--- src/rtl/stack_cmd_issuer.sv ---
// Upstream requester for the stack unit: takes commands on valid/ready, issues them over the
// toggle handshake, and returns the captured result (or a timeout result) on valid/ready.
module stack_cmd_issuer #(
   parameter int unsigned DATA_W  = 32,
   parameter int unsigned N_W     = 10,
   parameter int unsigned OP_W    = 3,
   parameter int unsigned TMO_W   = 16,
   parameter int unsigned TMO_CYC = 1000
) (
   input  logic              clock,
   input  logic              reset,
   input  logic              cmd_valid,
   output logic              cmd_ready,
   input  logic [OP_W-1:0]   cmd_op,
   input  logic [DATA_W-1:0] cmd_data,
   input  logic [N_W-1:0]    cmd_n,
   output logic [OP_W-1:0]   op_out,
   output logic [DATA_W-1:0] datain_out,
   output logic [N_W-1:0]    n_out,
   output logic              rdy_out,
   input  logic              ack_in,
   input  logic [DATA_W-1:0] dataout_in,
   input  logic              esito_in,
   output logic              res_valid,
   input  logic              res_ready,
   output logic [DATA_W-1:0] res_data,
   output logic              res_esito,
   output logic              res_timeout,
   output logic              err_timeout,
   output logic [7:0]        late_acks
);

   localparam int unsigned LATE_W = 8;
   localparam logic [LATE_W-1:0] LATE_MAX = '1;
   localparam bit TMO_EN = (TMO_CYC != 0);
   // Last count value before the timeout fires; unused when the timeout is disabled.
   localparam logic [TMO_W-1:0] TMO_LAST = TMO_W'((TMO_CYC == 0) ? 0 : TMO_CYC - 1);

   typedef enum logic [1:0] {
      IDLE = 2'd0,
      WAIT = 2'd1,
      HOLD = 2'd2
   } state_t;

   state_t           state;
   logic             ack_seen;
   logic [TMO_W-1:0] tmo_cnt;
   logic             ack_ev;

   assign ack_ev    = (ack_in != ack_seen);
   assign cmd_ready = (state == IDLE) && !reset;

   // Request/response sequencer; ack_seen tracks the last absorbed ack level.
   always_ff @(posedge clock) begin
      if (reset) begin
         state       <= IDLE;
         ack_seen    <= ack_in;
         tmo_cnt     <= '0;
         op_out      <= '0;
         datain_out  <= '0;
         n_out       <= '0;
         rdy_out     <= 1'b0;
         res_valid   <= 1'b0;
         res_data    <= '0;
         res_esito   <= 1'b0;
         res_timeout <= 1'b0;
         err_timeout <= 1'b0;
         late_acks   <= '0;
      end else begin
         case (state)
            IDLE: begin
               if (ack_ev) begin
                  ack_seen <= ack_in;
                  if (late_acks != LATE_MAX) late_acks <= late_acks + LATE_W'(1);
               end
               if (cmd_valid) begin
                  op_out     <= cmd_op;
                  datain_out <= cmd_data;
                  n_out      <= cmd_n;
                  rdy_out    <= ~rdy_out;
                  tmo_cnt    <= '0;
                  state      <= WAIT;
               end
            end
            WAIT: begin
               if (ack_ev) begin
                  ack_seen    <= ack_in;
                  res_data    <= dataout_in;
                  res_esito   <= esito_in;
                  res_timeout <= 1'b0;
                  res_valid   <= 1'b1;
                  state       <= HOLD;
               end else if (TMO_EN && (tmo_cnt == TMO_LAST)) begin
                  // ack_seen left alone so a straggling ack is counted as late.
                  res_data    <= '0;
                  res_esito   <= 1'b1;
                  res_timeout <= 1'b1;
                  err_timeout <= 1'b1;
                  res_valid   <= 1'b1;
                  state       <= HOLD;
               end else begin
                  tmo_cnt <= tmo_cnt + TMO_W'(1);
               end
            end
            HOLD: begin
               if (ack_ev) begin
                  ack_seen <= ack_in;
                  if (late_acks != LATE_MAX) late_acks <= late_acks + LATE_W'(1);
               end
               if (res_ready) begin
                  res_valid <= 1'b0;
                  state     <= IDLE;
               end
            end
            default: state <= IDLE;
         endcase
      end
   end

endmodule

--- config.mk ---
export PLATFORM = sky130hd
export DESIGN_NAME = stack_cmd_issuer
export DESIGN_NICKNAME = d
export VERILOG_FILES = /design/src/rtl/stack_cmd_issuer.sv
export SDC_FILE = /design/constraint.sdc
export NUM_CORES = 1
export LEC_CHECK = 0
export CAP_MARGIN = 20
export CORE_ASPECT_RATIO = 1.4
export CORE_UTILIZATION = 42
export CTS_BUF_LIST = sky130_fd_sc_hd__clkbuf_8 sky130_fd_sc_hd__clkbuf_16
export DETAILED_ROUTE_END_ITERATION = 7
export MAX_ROUTING_LAYER = met4
export PLACE_DENSITY = 0.84
export REMOVE_ABC_BUFFERS = 1
export SLEW_MARGIN = 0
export SYNTH_ARGS = -nofsm -noshare
export SYNTH_HDL_FRONTEND = slang
export SYNTH_SLANG_ARGS = --single-unit
--- constraint.sdc ---
create_clock -name clock -period 2.24 [get_ports clock]
set_input_delay 0.448 -clock clock [delete_from_list [all_inputs] [get_ports clock]]
set_output_delay 0.448 -clock clock [all_outputs]
set_load 0.05 [all_outputs]
-- Yosys cells after proc, flatten, opt, wreduce, memory -nomap -nowiden
Cells that the tools add are included.
- flip-flop bits (word level): 109
- input bits: 83
- output and inout bits: 91
- word-level logic and storage cells: 65
- $add $sub $neg: 2
- equality and inequality tests: 10
- mux-type cells: 20
- bitwise logic cells: 2
- reductions and logical operators: 18
- operators with widths (operator ; number):
    $mux 32 ; 2
    $mux 16 ; 3
    $pmux 16 s2 ; 1
    $add 16x1->16 const B ; 1
    $eq 16x10->1 const B ; 1
    $reduce_and 3->1 ; 4
    $reduce_bool 2->1 ; 5
    $add 8x1->8 const B ; 1
    $mux 1 ; 8
    $mux 2 ; 4
    $ne 2x2->1 const B ; 4
    $ne 8x8->1 const B ; 1
    $pmux 2 s3 ; 1
    $reduce_and 2->1 ; 3
    $reduce_and 4->1 ; 1
    $ne 3x3->1 const B ; 1
    $reduce_or 3->1 ; 1
    $eq 2x1->1 const B ; 1
    $eq 2x2->1 const B ; 1
    $logic_not 2->1 ; 1
    $not 1->1 ; 2
    $pmux 1 s2 ; 1
    $reduce_or 2->1 ; 1
    $logic_and 1x1->1 ; 1
    2 further kinds ; 2

-- Longest topological paths before layout
Gate-level depths: netlist of the first run.
- depth in word-level cells: 4
- depth in mapped cells: 8
- mapped depth without buffers: 6

-- Worst setup path before layout of the first run
OpenSTA, ideal clock, no wires.
- kind: input-to-output
- start: in reset
- end: out cmd_ready
- arrival: 1.870 ns
- data required time: 1.792 ns
- setup slack: -0.078 ns
- stages: 3
- buffers on the path: 2
- cell sequence: clkbuf_1 -> clkbuf_1 -> nor3_1
- cells in the longest elaborated chain, start to end: 2
- RTL lines (item ; line ; source):
    from (decl) ; 11 ; input logic reset,
    $logic_not 1->1 ; 51 ; assign cmd_ready = (state == IDLE) && !reset;
    $logic_and 1x1->1 ; 51 ;
    to (decl) ; 13 ; output logic cmd_ready,
No other way between the ends.

-- Final worst setup path of the first run
- start: reg tmo_cnt[0]
- end: reg tmo_cnt[14]
- cells in the longest elaborated chain, start to end: 4
- elaborated cells on any way between the ends: 7
- classes of those cells: add/sub: 1; eq/ne: 2; mux: 3; reduce/logical: 1
- RTL lines (item ; line ; source):
    from (decl) ; 47 ; logic [TMO_W-1:0] tmo_cnt;
    from (signal assigned) ; 102 ; tmo_cnt <= tmo_cnt + TMO_W'(1);
    $add 16x1->16 ; 102 ;
    $mux 16 ; 93 ; end else if (TMO_EN && (tmo_cnt == TMO_LAST)) begin
    $mux 16 ; 86 ; if (ack_ev) begin
    $pmux 16 s2 ; 70 ; case (state)
Parallel ways exist; a longest one is shown, timed or not. The select of a mux whose other input is x is not followed.
A chain may end at the register's enable or synchronous reset.

==> qor.yml, run 1 <==
outcome:
  status: "completed"
grt:
  grt_use_total: 0.2326
  grt_max_degree: 48
  grt_pass1_wl_microns: 18060
  grt_pass1_vias: 3812
  antenna_found_initial: 0
  gr-total-overflow: 0
finish:
  layout_common_cells: "clkdlybuf4s50_1, dfxtp_1, nand2_1"
  layout.cells.non_filler: 757
  final_util: 0.6609
  multi_input_comb_area_sq_um: 1764
  num-nets-final: 705
  regArea_sq_um: 2192
  layout_commonest_cell: "clkdlybuf4s50_1"
  final_layout_size_suffix_gt1_frac: 0.07040
  n_antenna_cell: 0
  fillers: 732
  syn2layout_area_growth_pct: 52.71
timing:
  max_freq_ghz: 0.4756
  worst_pin_slew_ns: 0.5709
  skew_ns: 0.005680
  fin_crit_ns: 2.103
  setup_violations: 0
  finalHoldViolations: 0
  slew_headroom: 0.6182
  rsz0062_at_grt: "no"
  setup_ws_ns: 0.1373
  tns_ns: 0
  drv_slew: 0
  period_share: 0.9387
setup_path:
  path_buf_inv: 1
  crit_type: "register to register"
  worstPathCellList: "ha_1 -> nor3b_1 -> and4_2 -> buf_4 -> nor3b_4 -> nand2_1 -> o31ai_1"
  cp.arrival_ns: 2.36
  cp-end-kind: "register"
  r2r_cells: 7
  path_delay_family: "simple AND/OR/NAND/NOR gates"
  slowest_stage: "nor3b_4"
  cpPeakStageDelay_ns: 0.42
  crit_path_max_fanout: 10
  cp.depth: 7
  crit_path_start_kind: "register"
  required_ns: 2.49
power_and_ir_drop:
  swShare: 0.2927
  p_int_mw: 3.372
  cellLeakagePower_nw: 2.337
  power_frac_seq: 0.442
  clkPwrFrac: 0.335
  switchingPower_mw: 1.395
  pwr-share-comb: 0.222
  ir_drop_uv: 487.4
  total_power_mw: 4.768
  p_per_area_nw_per_um2: 758.5
detailed_routing:
  drc: 0
  ant_nets: 0
  drt-wirelength-per-cell_microns: 15.13
  firstDrtPassIters: 5
  routed_wl_microns: 11450
  vias: 3893
  drt_iter0_drc: 270
  routed_via_density: 5.143
synth:
  ys.flop_type: "dfxtp_1"
  synthArstFlopShare: 0
  yosysWarnings: 0
  seq_area_frac_synth: 0.5325
  synth.avg_cell_area_sq_um: 9.107
  ys_types: 48
  synth_edf_count: 1
  synth_area_sq_um: 4116
  synth_seq_cells: 109
  syn_inst: 452
cts:
  numCtsBuffers: 9
  insertion_delay_ns: 0.34
  post-cts-setup-buffers: 0
  cts_tree: "yes"
  max-clock-path-buffers: 2
  root_buffer: "clkbuf_16"
  cts_sinks: 109
  clkSlewWorstSetupHoldPaths_ns: 0.07
  h-tree-depth: 3
floorplanning:
  io_pins: 174
  design.core.area_sq_um: 9512
  die_area_sq_um: 10210
  die_x_microns: 85.67
  die_height_microns: 119.1
  start_util: 0.4328
  rows: 42
place:
  hpwl_microns: 8345
  io_buffers: 173
  dp_slack_ns: -0.06392
  routabilityCongestion: 0.8479
  dp_cells: 741
worst_hold_path:
  hp-class: "register to register"
  whs_path_depth: 2
flow_run:
  drv_cap: 0
[layout make-up]
cell class / instances / share of cell area
inverters: 1 / 0.0005971
clock inverters: 6 / 0.009952
well taps: 132 / 0.02627
clock buffers: 10 / 0.03802
repair buffers: 186 / 0.2958
flip-flops and latches: 109 / 0.3487
multi-input cells: 313 / 0.2807
[registers in the layout (all words and copies together), names as in the netlist]
register and count:
op_out 3, late_acks 8, res_esito 1, state 2, err_timeout 1, res_timeout 1, res_valid 1, n_out 10
res_data 32, datain_out 32, ack_seen 1, tmo_cnt 16, rdy_out 1
[worst paths after layout]
kind,start,to,slack [ns]
min,datain_out[11]$_SDFFE_PP0P_,datain_out[11]$_SDFFE_PP0P_,0.45
max,tmo_cnt[0]$_SDFFE_PP0P_,tmo_cnt[14]$_SDFFE_PP0P_,0.14
min reg2reg,datain_out[11]$_SDFFE_PP0P_,datain_out[11]$_SDFFE_PP0P_,0.45
max reg2reg,tmo_cnt[0]$_SDFFE_PP0P_,tmo_cnt[14]$_SDFFE_PP0P_,0.14
[power by group through the flow]
stage | Sequential, mW | Combinational [mW] | Clock (mW)
after floorplan | 2.49 | 0.250 | 0
after detailed placement | 2.15 | 1.06 | 0
after global routing | 2.12 | 1.12 | 1.70
after global placement | 2.15 | 1.04 | 0
after CTS | 2.11 | 1.06 | 1.63
final | 2.11 | 1.06 | 1.60
[routing by layer]
| metal | wire (microns) | vias to the layer above | GRT usage |
|---|---|---|---|
| li1 | - | 1897 | - |
| met1 | 4272 | 1810 | 0.2392 |
| met2 | 6198 | 165 | 0.4225 |
| met3 | 621 | 21 | 0.04089 |
| met4 | 361 | 0 | 0.1094 |
| met5 | 0 | - | - |
[per-stage QoR]
stage,area [sq um],hold WS (ns)
floorplan,3951,0.4447
global placement,5983,0.4418
detailed placement,5983,0.4457
CTS,6285,0.4463
global route,6286,0.4726
finish,6286,0.4542
[what timing repair did]
action / 4_1_cts / 5_1_grt
gates resized for setup: 0 / 1
endpoints found under the setup margin: 0 / 1
hold buffers: 0 / 0
[cells by family after synthesis]
| logic type | Yosys count | share of synthesized area |
|---|---|---|
| AO/OA/AOI/OAI | 119 | 0.1912 |
| buffers and inverters | 30 | 0.04103 |
| adder cells (fa/ha/maj) | 2 | 0.006078 |
| AND/OR/NAND/NOR | 181 | 0.2009 |
| flip-flops | 109 | 0.5325 |
| multiplexers | 1 | 0.002432 |
| XOR/XNOR | 10 | 0.02584 |
[Yosys cell counts (5+ instances only)]
cell type,count,share of area
a21oi_1,55,0.067
a22o_1,34,0.072
buf_2,5,0.0061
buf_6,6,0.016
clkbuf_1,12,0.011
dfxtp_1,108,0.53
nand2_1,105,0.096
nand3_1,7,0.0085
nand4_1,6,0.0091
nor2_1,31,0.028
nor3_1,6,0.0073
o21ai_0,18,0.022
xnor2_1,5,0.011
[worst reg2reg max path, stage by stage (launching register included)]
cell and delay (ns):
dfxtp_1 0.38, ha_1 0.27, nor3b_1 0.16, and4_2 0.28, buf_4 0.17, nor3b_4 0.43, nand2_1 0.13, o31ai_1 0.21
Note: power is estimated with default switching activity, not from simulation.
==> inputs of run 2 (changes only) <==
- GPL_TIMING_DRIVEN: unset -> 0
- SLEW_MARGIN: 0 -> 15
==> qor.yml, run 2 (synthesis results as in run 1) <==
outcome:
  status: "completed"
finish:
  multi_input_comb_area_sq_um: 1793  # +1.6%
  regArea_sq_um: 2192  # unchanged
  final_layout_size_suffix_gt1_frac: 0.06452  # -0.005884
  n_antenna_cell: 0  # unchanged
  layout_commonest_cell: "clkdlybuf4s50_1"
  layout_common_cells: "clkdlybuf4s50_1, dfxtp_1, nand2_1"
  num-nets-final: 700  # -0.71%
  fillers: 740  # +1.1%
  reg_top3: "datain_out: 32 flops, res_data: 32 flops, tmo_cnt: 16 flops"
  syn2layout_area_growth_pct: 52.13
  stdcell_area_sq_um: 6262  # -0.38%
  final_util: 0.6584  # -0.002500
timing:
  period_share: 0.9376  # -0.001116
  setup_violations: 0  # unchanged
  drv_slew: 0  # unchanged
  tns_ns: 0  # unchanged
  rsz0062_at_grt: "no"
  slew_headroom: 0.5521  # -0.06610
  skew_ns: 0.01001  # +0.004327 ns
  max_freq_ghz: 0.4761  # +0.12%
  setup_ws_ns: 0.1398  # +0.002499 ns
  worst_pin_slew_ns: 0.6718  # +0.1009 ns
  fin_crit_ns: 2.100  # -0.002499 ns
  finalHoldViolations: 0  # unchanged
setup_path:
  crit_type: "register to register"
  cp.arrival_ns: 2.35  # about the same
  crit_path_start_kind: "register"
  cp-end-kind: "register"
  required_ns: 2.49  # about the same
  crit_path_max_fanout: 11  # +1
place:
  dp_slack_ns: -0.2604  # -0.1965 ns
  routabilityCongestion: 0.8641  # +1.9%
  placed_area_sq_um: 5918  # -1.1%
  io_buffers: 173  # unchanged
  hpwl_microns: 8157  # -2.2%
grt:
  gr-total-overflow: 0  # unchanged
  grt_pass1_wl_microns: 18310  # +1.4%
  grt_pass1_vias: 3923  # +2.9%
  grt_use_total: 0.2338  # +0.001254
  antenna_found_initial: 0  # unchanged
  grt_max_degree: 47  # -2.1%
cts:
  max-clock-path-buffers: 2  # unchanged
  cts_tree: "yes"
  h-tree-depth: 3  # unchanged
  insertion_delay_ns: 0.35  # about the same
  numCtsBuffers: 9  # unchanged
  root_buffer: "clkbuf_16"
  cts_sinks: 109  # unchanged
  clkSlewWorstSetupHoldPaths_ns: 0.07  # about the same
power_and_ir_drop:
  total_power_mw: 4.764  # about the same
  cellLeakagePower_nw: 2.311  # -1.1%
  ir_drop_uv: 479.1  # -1.7%
  p_per_area_nw_per_um2: 760.7  # +0.29%
floorplanning:
  rows: 42  # unchanged
  die_x_microns: 85.67  # unchanged
  die_area_sq_um: 10210  # unchanged
  die_height_microns: 119.1  # unchanged
  design.core.area_sq_um: 9512  # unchanged
  io_pins: 174  # unchanged
  start_util: 0.4328  # unchanged
detailed_routing:
  ant_nets: 0  # unchanged
  firstDrtPassIters: 4  # -1
  drt_iter0_drc: 252  # -6.7%
  vias: 3850  # -1.1%
  routed_wl_microns: 11560  # +0.93%
  routed_via_density: 5.120  # -0.45%
  drt-wirelength-per-cell_microns: 15.37  # +1.6%
  drc: 0  # unchanged
flow_run:
  drv_cap: 0  # unchanged
worst_hold_path:
  hp-class: "register to register"
==> run 2: changes by cell type in the layout (fill, tap and decap cells not counted), sizes merged <==
cell	previous run	this run
buf	15	8
clkbuf	10	9
dlygate4sd2	0	1
clkinv	1	3
inv	5	4
a21oi	56	57
==> run 2: final cells by class <==
| type | instances | share of cell area |
|---|---|---|
| well taps | 132 | 0.02637 |
| repair buffers | 180 | 0.2891 |
| clock inverters | 7 | 0.01159 |
| multi-input cells | 314 | 0.2863 |
| clock buffers | 9 | 0.03596 |
| flip-flops and latches | 109 | 0.3500 |
| inverters | 1 | 0.0005994 |
==> run 2: per-stage QoR <==
step | cells | hold slack [ns]
floorplan | 423 | 0.4447
global placement | 728 | 0.4408
detailed placement | 734 | 0.4457
CTS | 751 | 0.4554
global route | 752 | 0.4792
finish | 752 | 0.4532
==> run 2: timing repair <==
| item | in CTS | in global routing |
|---|---|---|
| endpoints found under the setup margin | 35 | 44 |
| hold buffers | 0 | 0 |
| pin swaps | 1 | 1 |
| setup buffers | 0 | 1 |
| cloned | 1 | 0 |
| resized for setup | 3 | 3 |
==> run 2: layer usage <==
layer	routed length [microns]	GRT usage	share of wire	vias to the layer above
met5	0	-	0	-
met4	527	0.1219	0.046	0
met3	589	0.05128	0.051	36
met2	6068	0.4055	0.52	155
met1	4375	0.2459	0.38	1765
li1	-	-	-	1894
==> run 2: power by group <==
part	switching [mW]	total [mW]	internal [mW]
registers	0.0691	2.11	2.04
clock network	0.727	1.60	0.874
logic	0.636	1.05	0.413
==> run 2: critical path: stages, from the launching register on <==
cell,delay (ns)
dfxtp_1,0.57
nor2b_4,0.43
nand2b_2,0.26
nor3b_4,0.29
buf_12,0.15
nand3_1,0.08
o21ai_0,0.21
==> run 2: final timing paths <==
path | from | endpoint | slack [ns] | depth (start not counted)
setup / recovery | state[0]$_SDFFE_PP0P_ | tmo_cnt[7]$_SDFFE_PP0P_ | 0.14 | 6
hold reg to reg | datain_out[9]$_SDFFE_PP0P_ | datain_out[9]$_SDFFE_PP0P_ | 0.45 | 2
setup reg to reg | state[0]$_SDFFE_PP0P_ | tmo_cnt[7]$_SDFFE_PP0P_ | 0.14 | 6
hold / removal | datain_out[9]$_SDFFE_PP0P_ | datain_out[9]$_SDFFE_PP0P_ | 0.45 | 2
==> inputs of run 3 (changes only) <==
- CORE_UTILIZATION: 42 -> 62
- DONT_BUFFER_PORTS: unset -> 1
- PLACE_DENSITY: 0.84 -> 0.83
==> qor.yml, run 3 (synthesis results as in run 1) <==
outcome:
  status: "finished, violations left"
  violations: "DRC"
finish:
  layout_common_cells: "dfxtp_1, nand2_1, a21oi_1"
  layout.cells.non_filler: 519  # -31%
  reg_top3: "datain_out: 32 flops, res_data: 32 flops, tmo_cnt: 16 flops"
  syn2layout_area_growth_pct: 5.137
  n_antenna_cell: 0  # unchanged
  final_layout_size_suffix_gt1_frac: 0.08949  # +0.02497
  num-nets-final: 527  # -25%
  layout_commonest_cell: "dfxtp_1"
  stdcell_area_sq_um: 4328  # -31%
  fillers: 514  # -31%
power_and_ir_drop:
  ir_drop_uv: 520.6  # +8.6%
  pwr-share-comb: 0.085  # -0.135
  power_frac_seq: 0.634  # +0.190
  swShare: 0.3333  # +0.03248
  cellLeakagePower_nw: 1.610  # -30%
  p_per_area_nw_per_um2: 900.8  # +18%
  switchingPower_mw: 1.299  # -9.3%
  p_int_mw: 2.599  # -22%
  clkPwrFrac: 0.281  # -0.055
  total_power_mw: 3.899  # -18%
flow_run:
  drv_cap: 0  # unchanged
timing:
  fin_crit_ns: 2.111  # +0.01060 ns
  period_share: 0.9423  # +0.004734
  drv_slew: 0  # unchanged
  max_freq_ghz: 0.4737  # -0.50%
  finalHoldViolations: 0  # unchanged
  worst_pin_slew_ns: 0.8682  # +0.1963 ns
  rsz0062_at_grt: "no"
  slew_headroom: 0.4181  # -0.1341
  setup_violations: 0  # unchanged
  skew_ns: 0.01158  # +0.001569 ns
setup_path:
  cp-end-kind: "register"
  cpPeakStageDelay_ns: 0.51  # -0.06 ns
  required_ns: 2.52  # +0.03 ns
  crit_path_max_fanout: 8  # -3
  r2r_cells: 6  # unchanged
  slowest_stage: "dfxtp_1"
  path_buf_inv: 0  # -1
  path_delay_family: "simple AND/OR/NAND/NOR gates"
  worstPathCellList: "ha_1 -> and3_2 -> a311oi_4 -> and4_1 -> xnor2_1 -> nor2_1"
  reg2reg_to: "late_acks[7]$_SDFFE_PP0P_"
  crit_type: "register to register"
  cp.arrival_ns: 2.39  # +0.04 ns
  r2r_setup_slack_ns: 0.13  # about the same
  crit_path_start_kind: "register"
  r2r_start: "late_acks[0]$_SDFFE_PP0P_"
grt:
  grt_pass1_vias: 3037  # -23%
  gr-total-overflow: 0  # unchanged
  grt_pass1_wl_microns: 13810  # -25%
  antenna_found_initial: 0  # unchanged
  grt_max_degree: 72  # +53%
  grt_use_total: 0.2628  # +0.02896
floorplanning:
  rows: 34  # -19%
  die_height_microns: 98.41  # -17%
  io_pins: 174  # unchanged
  design.core.area_sq_um: 6296  # -34%
  start_util: 0.6538  # +0.2210
  die_area_sq_um: 6974  # -32%
  die_x_microns: 70.87  # -17%
detailed_routing:
  drc: 22  # +22
  vias: 3175  # -18%
  firstDrtPassIters: 8  # +4
  drt_iter0_drc: 222  # -12%
  routed_via_density: 6.118  # +19%
  ant_nets: 0  # unchanged
  drt-wirelength-per-cell_microns: 17.25  # +12%
  routed_wl_microns: 8955  # -23%
place:
  io_buffers: 0  # -100%
  placed_area_sq_um: 4098  # -31%
  routabilityCongestion: 0.8845  # +2.4%
  hpwl_microns: 6254  # -23%
  dp_cells: 499  # -32%
cts:
  cts_tree: "yes"
  numCtsBuffers: 9  # unchanged
  cts_sinks: 109  # unchanged
  root_buffer: "clkbuf_8"
  clkSlewWorstSetupHoldPaths_ns: 0.10  # +0.03 ns
  max-clock-path-buffers: 2  # unchanged
  insertion_delay_ns: 0.37  # +0.02 ns
  h-tree-depth: 3  # unchanged
worst_hold_path:
  hp-start: "reset"
  whs_path_depth: 1  # -1
  hp-class: "primary input to register"
  hold_end: "datain_out[21]$_SDFFE_PP0P_"
run 3: layer usage:
metal / share of wire / GRT usage / vias up / routed length [microns]
li1: - / - / 1547 / -
met1: 0.37 / 0.2662 / 1449 / 3350
met2: 0.52 / 0.4593 / 157 / 4636
met3: 0.079 / 0.07157 / 22 / 710
met4: 0.029 / 0.1338 / 0 / 258
met5: 0 / - / - / 0
run 3: final cells by class:
cell class / count / area [sq um] / area share
well taps: 72 / 90.09 / 0.02082
flip-flops and latches: 109 / 2192 / 0.5065
multi-input cells: 314 / 1793 / 0.4143
repair buffers: 7 / 63.81 / 0.01474
inverters: 1 / 3.754 / 0.0008673
clock inverters: 7 / 61.31 / 0.01417
clock buffers: 9 / 123.9 / 0.02862
run 3: stage by stage:
step	TNS (ns)	hold WS, ns	worst slack, ns	util
after floorplan	-71.91	0.4447	-1.792	-
after global placement	-164.76	0.4720	-3.126	0.6419
after detailed placement	-0.02501	0.4777	-0.02501	0.6508
after CTS	0	0.1321	0.04266	0.6824
after global routing	0	0.1189	0.03346	0.6874
final	0	0.1379	0.1292	0.6874
run 3: worst max path at each step:
stage,slack (ns),end,cells after the start,from
after floorplan,-1.79,tmo_cnt[11]$_SDFFE_PP0P_,5,cmd_valid
after global placement,-3.13,tmo_cnt[11]$_SDFFE_PP0P_,5,state[0]$_SDFFE_PP0P_
after detailed placement,-0.03,tmo_cnt[8]$_SDFFE_PP0P_,5,state[0]$_SDFFE_PP0P_
after CTS,0.04,res_data[17]$_SDFFE_PP0P_,6,tmo_cnt[0]$_SDFFE_PP0P_
after global routing,0.03,late_acks[7]$_SDFFE_PP0P_,6,late_acks[0]$_SDFFE_PP0P_
final,0.13,late_acks[7]$_SDFFE_PP0P_,6,late_acks[0]$_SDFFE_PP0P_
run 3: power by group through the flow:
stage               sequential [mW]  combinational (mW)  clock (mW)
floorplan                      2.49               0.250           0
global placement               2.51               0.293           0
detailed placement             2.51               0.317           0
CTS                            2.47               0.325        1.11
global route                   2.48               0.372        1.20
finish                         2.47               0.332        1.10
run 3: what timing repair did:
action | in CTS | in global routing
hold buffers | 0 | 0
resized for setup | 1 | 3
cloned | 1 | 0
buffers inserted | 0 | 3
pin swaps | 1 | 1
setup endpoints to repair | 6 | 32
